## config.mk

```make
export PLATFORM = sky130hd
export DESIGN_NAME = uart_rx_ctrl
export DESIGN_NICKNAME = d
export VERILOG_FILES = /design/src/rtl/uart_rx_ctrl.sv
export SDC_FILE = /design/constraint.sdc
export NUM_CORES = 1
export LEC_CHECK = 0
export BUFFER_PORTS_ARGS = -buffer_cell sky130_fd_sc_hd__buf_4
export CORE_MARGIN = 1.5
export CORE_UTILIZATION = 35
export CTS_BUF_LIST = sky130_fd_sc_hd__clkbuf_4
export DETAILED_ROUTE_END_ITERATION = 10
export PLACE_DENSITY = 0.53
export SLEW_MARGIN = 20
export SYNTH_ARGS = -nofsm -noshare
export SYNTH_HDL_FRONTEND = slang
export SYNTH_SLANG_ARGS = --single-unit
```

## constraint.sdc

```tcl
create_clock -name CLK -period 3.7 [get_ports CLK]
set_clock_uncertainty 0.15 [all_clocks]
set_input_delay 0.74 -clock CLK [delete_from_list [all_inputs] [get_ports CLK]]
set_output_delay 0.74 -clock CLK [all_outputs]
set_load 0.02 [all_outputs]
```

## src/rtl/uart_rx_ctrl.sv

```systemverilog
// UART receiver sequencer: shadow config applied between frames, rx byte/flag FIFO
// drained over valid/ready. Optional error counters under `define UART_RX_ERR_CNT_EN.
module uart_rx_ctrl #(
  parameter int         DEPTH     = 4,
  parameter logic [5:0] PRESC_RST = 6'd8,
  parameter int         TO_BITS   = 12
) (
  input  logic       CLK,
  input  logic       RST,
  input  logic       cfg_wr,
  input  logic       cfg_par_en,
  input  logic       cfg_par_type,
  input  logic [5:0] cfg_presc,
  output logic       cfg_pend,
  input  logic       RX_IN,
  output logic       PAR_EN,
  output logic       PAR_TYPE,
  output logic [5:0] Prescale,
  input  logic [7:0] rx_data,
  input  logic       rx_valid,
  input  logic       rx_par_err,
  input  logic       rx_stp_err,
  output logic [7:0] out_data,
  output logic       out_perr,
  output logic       out_serr,
  output logic       out_valid,
  input  logic       out_ready,
  output logic       ovf,
  input  logic       ovf_clr
`ifdef UART_RX_ERR_CNT_EN
  ,
  output logic [7:0] perr_cnt,
  output logic [7:0] serr_cnt
`endif
);

  localparam int AW = $clog2(DEPTH);
  localparam logic [AW:0] PTR_ONE = 1;

  typedef enum logic [1:0] {IDLE, FRAME, APPLY} state_t;

  state_t     state;
  logic       sh_par_en;
  logic       sh_par_type;
  logic [5:0] sh_presc;
  logic [8:0] to_cnt;
  logic [8:0] to_lim;
  logic       any_flag;
  logic       any_prev;
  logic       ev;

  assign any_flag = rx_valid | rx_par_err | rx_stp_err;
  assign ev       = any_flag & ~any_prev;
  assign to_lim   = 9'(TO_BITS) * 9'(Prescale) - 9'd1;

  always_ff @(posedge CLK or negedge RST) begin
    if (!RST) begin
      state       <= IDLE;
      to_cnt      <= '0;
      any_prev    <= 1'b0;
      cfg_pend    <= 1'b0;
      sh_par_en   <= 1'b0;
      sh_par_type <= 1'b0;
      sh_presc    <= PRESC_RST;
      PAR_EN      <= 1'b0;
      PAR_TYPE    <= 1'b0;
      Prescale    <= PRESC_RST;
    end else begin
      any_prev <= any_flag;
      case (state)
        IDLE: begin
          if (!RX_IN) begin
            state  <= FRAME;
            to_cnt <= '0;
          end else if (cfg_pend) begin
            state <= APPLY;
          end
        end
        FRAME: begin
          if (ev || to_cnt == to_lim) begin
            state  <= IDLE;
            to_cnt <= '0;
          end else begin
            to_cnt <= to_cnt + 9'd1;
          end
        end
        APPLY: begin
          PAR_EN   <= sh_par_en;
          PAR_TYPE <= sh_par_type;
          Prescale <= sh_presc;
          cfg_pend <= 1'b0;
          state    <= IDLE;
        end
        default: state <= IDLE;
      endcase
      // A write landing in APPLY must stay pending so it is applied next gap.
      if (cfg_wr) begin
        sh_par_en   <= cfg_par_en;
        sh_par_type <= cfg_par_type;
        sh_presc    <= cfg_presc;
        cfg_pend    <= 1'b1;
      end
    end
  end

  logic [9:0]  mem [DEPTH];
  logic [AW:0] wr_ptr;
  logic [AW:0] rd_ptr;
  logic        empty;
  logic        full;
  logic        push;
  logic        pop;
  logic [9:0]  head;

  assign empty     = (wr_ptr == rd_ptr);
  assign full      = (wr_ptr[AW] != rd_ptr[AW]) && (wr_ptr[AW-1:0] == rd_ptr[AW-1:0]);
  assign pop       = !empty && out_ready;
  assign push      = ev && (!full || pop);
  assign head      = mem[rd_ptr[AW-1:0]];
  assign out_valid = !empty;
  assign out_data  = empty ? 8'h00 : head[7:0];
  assign out_perr  = empty ? 1'b0  : head[8];
  assign out_serr  = empty ? 1'b0  : head[9];

  always_ff @(posedge CLK) begin
    if (push) mem[wr_ptr[AW-1:0]] <= {rx_stp_err, rx_par_err, rx_data};
  end

  always_ff @(posedge CLK or negedge RST) begin
    if (!RST) begin
      wr_ptr <= '0;
      rd_ptr <= '0;
      ovf    <= 1'b0;
    end else begin
      if (push) wr_ptr <= wr_ptr + PTR_ONE;
      if (pop)  rd_ptr <= rd_ptr + PTR_ONE;
      if (ev && full && !pop) ovf <= 1'b1;
      else if (ovf_clr)       ovf <= 1'b0;
    end
  end

`ifdef UART_RX_ERR_CNT_EN
  always_ff @(posedge CLK or negedge RST) begin
    if (!RST) begin
      perr_cnt <= '0;
      serr_cnt <= '0;
    end else if (ovf_clr) begin
      perr_cnt <= '0;
      serr_cnt <= '0;
    end else if (ev) begin
      if (rx_par_err && perr_cnt != 8'hff) perr_cnt <= perr_cnt + 8'd1;
      if (rx_stp_err && serr_cnt != 8'hff) serr_cnt <= serr_cnt + 8'd1;
    end
  end
`endif

endmodule

```

==> results_dict.tcl <==
set metrics [dict create \
    status "complete, no violations" \
    crit_type "reg2out" \
    powerDensity_nw_per_um2 793 \
    cts_buffers 9 \
    muxShareOfSynthArea_pct 11.2 \
    syn2layout_area_growth_pct 19.0 \
    route.vias.total 2083 \
    grt_pass1_vias 2162 \
    diodes 0 \
    synth_fp_nets 292 \
    drc_errors 0 \
    synth-compound-area-share_pct 5.31 \
    cts.sinks 76 \
    cp-startpoint "rd_ptr[1]$_DFFE_PN0P_" \
    grt_pass1_wl_mm 10.8 \
    seq_area_frac_synth_pct 60.0 \
    postCtsSetupBuffers 0 \
    ios 46 \
    rr_startpoint "Prescale[0]$_DFFE_PN0P_" \
    finalWirelength_mm 6.54 \
    dp_hpwl_mm 4.55 \
    yosys_most_used_dff "edfxtp_1" \
    vias_per_cell 4.68 \
    relSlewSlack_pct 35.7 \
    die_h_um 103 \
    max_freq_mhz 328 \
    antenna_found_initial 0 \
    period_share_pct 82.4 \
    clk_latency_ns 0.40 \
    synth_area_per_cell_um2 13.8 \
    synthAdderAreaFrac_pct 4.85 \
    nets 345 \
    required_ns 2.81 \
    rr_worst_depth 9 \
    core_um2 9730 \
    path_clk_slew_ns 0.13 \
    overflow 0 \
    synth_area_leader_cell "edfxtp_1" \
    async_flop_share_pct 47.4 \
    tns_ns 0 \
    end_kind "output pin" \
    utilization_pct 42.9 \
    cts_buffer_depth 2 \
    cp-start-kind "flip-flop" \
    synthSimpleGateAreaFrac_pct 10.4 \
    yosysWarnings 0 \
    worstSetupEndpoint "out_valid" \
    synth_edf_count 40 \
    rows 36 \
    syn-instance-count 254 \
    reg2reg_slack_ns 0.84 \
    num-fill-cells 957 \
    htree_levels 3 \
    drive_gt1_share_pct 30.1 \
    leakage_nw 1.67 \
    hold_violations 0 \
    setup-violations-final 0 \
    ys_types 41 \
    hold_class "in2async" \
    dieArea_um2 10600 \
    worstMarginPinSlew_ns 0.963 \
    r2r_end "state[0]$_DFFE_PN0P_" \
    synth_top_family_by_area "multiplexers" \
    ir_drop_mv 0.362 \
    portBuffers 45 \
    tritoncts "built" \
    track_usage_pct 13.5 \
    synth_xor_xnor_area_share_pct 6.31 \
    syn_area_um2 3510 \
    wl_per_cell_um 14.7 \
    synth_seq_cells 76 \
    die_w_um 103 \
    rsz0062_at_grt "no" \
    slew_viol_final 0 \
    initial_core_util_pct 36.1 \
    drtAntennaViolNets 0 \
    crit_arrival_ns 2.16 \
    max_cap_viol_count 0 \
    cts_resized 0 \
    drt_pass1_iterations 3 \
    gp_congestion 0.716 \
    synth.top_cell.area_share_pct 34.2 \
    cts_hold_buffers 0 \
    synth_area_leaders "edfxtp_1, dfrtp_1, mux4_2" \
    cts_root_buffer "clkbuf_4" \
    drt_iter0_markers 62 \
    grt_max_degree 37 \
    crit_fanout 13 \
    fin_crit_ns 3.05 \
]
==> synthesized netlist by cell type, types with 7 or more instances <==
| cell | n |
|---|---|
| mux4_2 | 10 |
| mux2_2 | 14 |
| inv_1 | 12 |
| dfrtp_1 | 34 |
| ha_1 | 12 |
| edfxtp_1 | 40 |
| nand2_1 | 24 |
| nor2b_1 | 11 |
| nand3_1 | 7 |
| xnor2_1 | 14 |
| o21ai_0 | 7 |
| nor2_1 | 10 |
==> how the worst min path moves through the flow <==
stage,from,endpoint,slack [ns],cells past startpoint
final,RST,sh_par_en$_DFFE_PN0P_,0.12,1
after detailed placement,sh_presc[1]$_DFFE_PN0P_,Prescale[1]$_DFFE_PN0P_,0.33,2
after global routing,RST,PAR_EN$_DFFE_PN0P_,0.14,1
after global placement,sh_presc[2]$_DFFE_PN0P_,Prescale[2]$_DFFE_PN0P_,0.33,2
after CTS,RST,PAR_EN$_DFFE_PN0P_,0.12,1
after floorplan,RST,PAR_EN$_DFFE_PN0P_,0.29,0
==> per-layer routing <==
metal  global-route usage (%)  wire length [um]  vias to the layer above
met5                        0                 0                        -
met4                     3.12                53                        0
met3                     3.59               307                        8
met2                     23.0              3140                       38
met1                     17.2              3040                     1018
li1                         -                 -                     1019
==> worst max-delay path, stage by stage (launching register included) <==
cell,delay [ns]
dfrtp_1,0.75
xnor2_1,0.20
and3_1,0.47
inv_1,0.15
buf_4,0.19
==> cell type report <==
type,count,area (um2),share of cell area (%)
inverter,12,45.0,1.08
clock buffer,10,75.1,1.80
multi-input combinational,160,1340,32.0
tap,133,166,3.99
timing repair buffer,48,360,8.63
clock inverter,6,88.8,2.13
sequential,76,2100,50.4
==> where the power goes <==
group          internal (mW)  switching, mW  leakage, nW  total (mW)
registers               1.03          0.154        0.801        1.19
logic                  0.743          0.799        0.780        1.54
clock network          0.282          0.300       0.0842       0.582
==> cells by family after synthesis <==
| logic type | count (synthesis) |
|---|---|
| simple gates | 73 |
| mux | 25 |
| xor+xnor | 22 |
| fa+ha+maj | 13 |
| compound gates | 27 |
| buf+inv | 18 |
| flops | 76 |
==> metrics by stage <==
step	hold WS (ns)	std cells	setup WS, ns	power, mW	cell area (um2)
floorplan	0.294	254	0.921	2.30	3510
global placement	0.329	429	0.874	2.76	4010
detailed placement	0.328	429	0.827	2.78	4010
CTS	0.120	445	0.582	3.36	4180
global route	0.135	445	0.479	3.57	4180
finish	0.124	445	0.651	3.31	4180
==> cell usage in the layout, fill, tap and decap left out, types with 2 or more instances in the layout <==
| master | Yosys | final |
|---|---|---|
| bufinv_16 | 0 | 2 |
| xor2_1 | 6 | 6 |
| edfxtp_1 | 40 | 40 |
| and2_1 | 4 | 4 |
| dfstp_2 | 2 | 2 |
| xnor2_1 | 14 | 14 |
| o211ai_1 | 2 | 2 |
| clkbuf_4 | 0 | 10 |
| mux2_2 | 14 | 14 |
| a21oi_1 | 2 | 2 |
| ha_1 | 12 | 12 |
| nor3_1 | 6 | 6 |
| buf_4 | 0 | 48 |
| nor2b_1 | 11 | 11 |
| dfrtp_1 | 34 | 34 |
| nand2b_1 | 2 | 2 |
| mux4_2 | 10 | 10 |
| clkinv_4 | 0 | 2 |
| o211ai_2 | 2 | 2 |
| o21ai_1 | 6 | 6 |
| nand3_1 | 7 | 7 |
| and3_1 | 4 | 4 |
| o21ai_0 | 7 | 7 |
| nor2_1 | 10 | 10 |
| inv_1 | 12 | 12 |
| nand2_1 | 24 | 24 |
==> registers in the layout, summed over array words and instances (netlist names) <==
name and cells:
rd_ptr 3, PAR_EN 1, state 2, any_prev 1, wr_ptr 3, Prescale 6
sh_par_en 1, cfg_pend 1, sh_par_type 1, mem 40, to_cnt 9, ovf 1
PAR_TYPE 1, sh_presc 6
No activity file was read; power rests on OpenSTA's default activity.
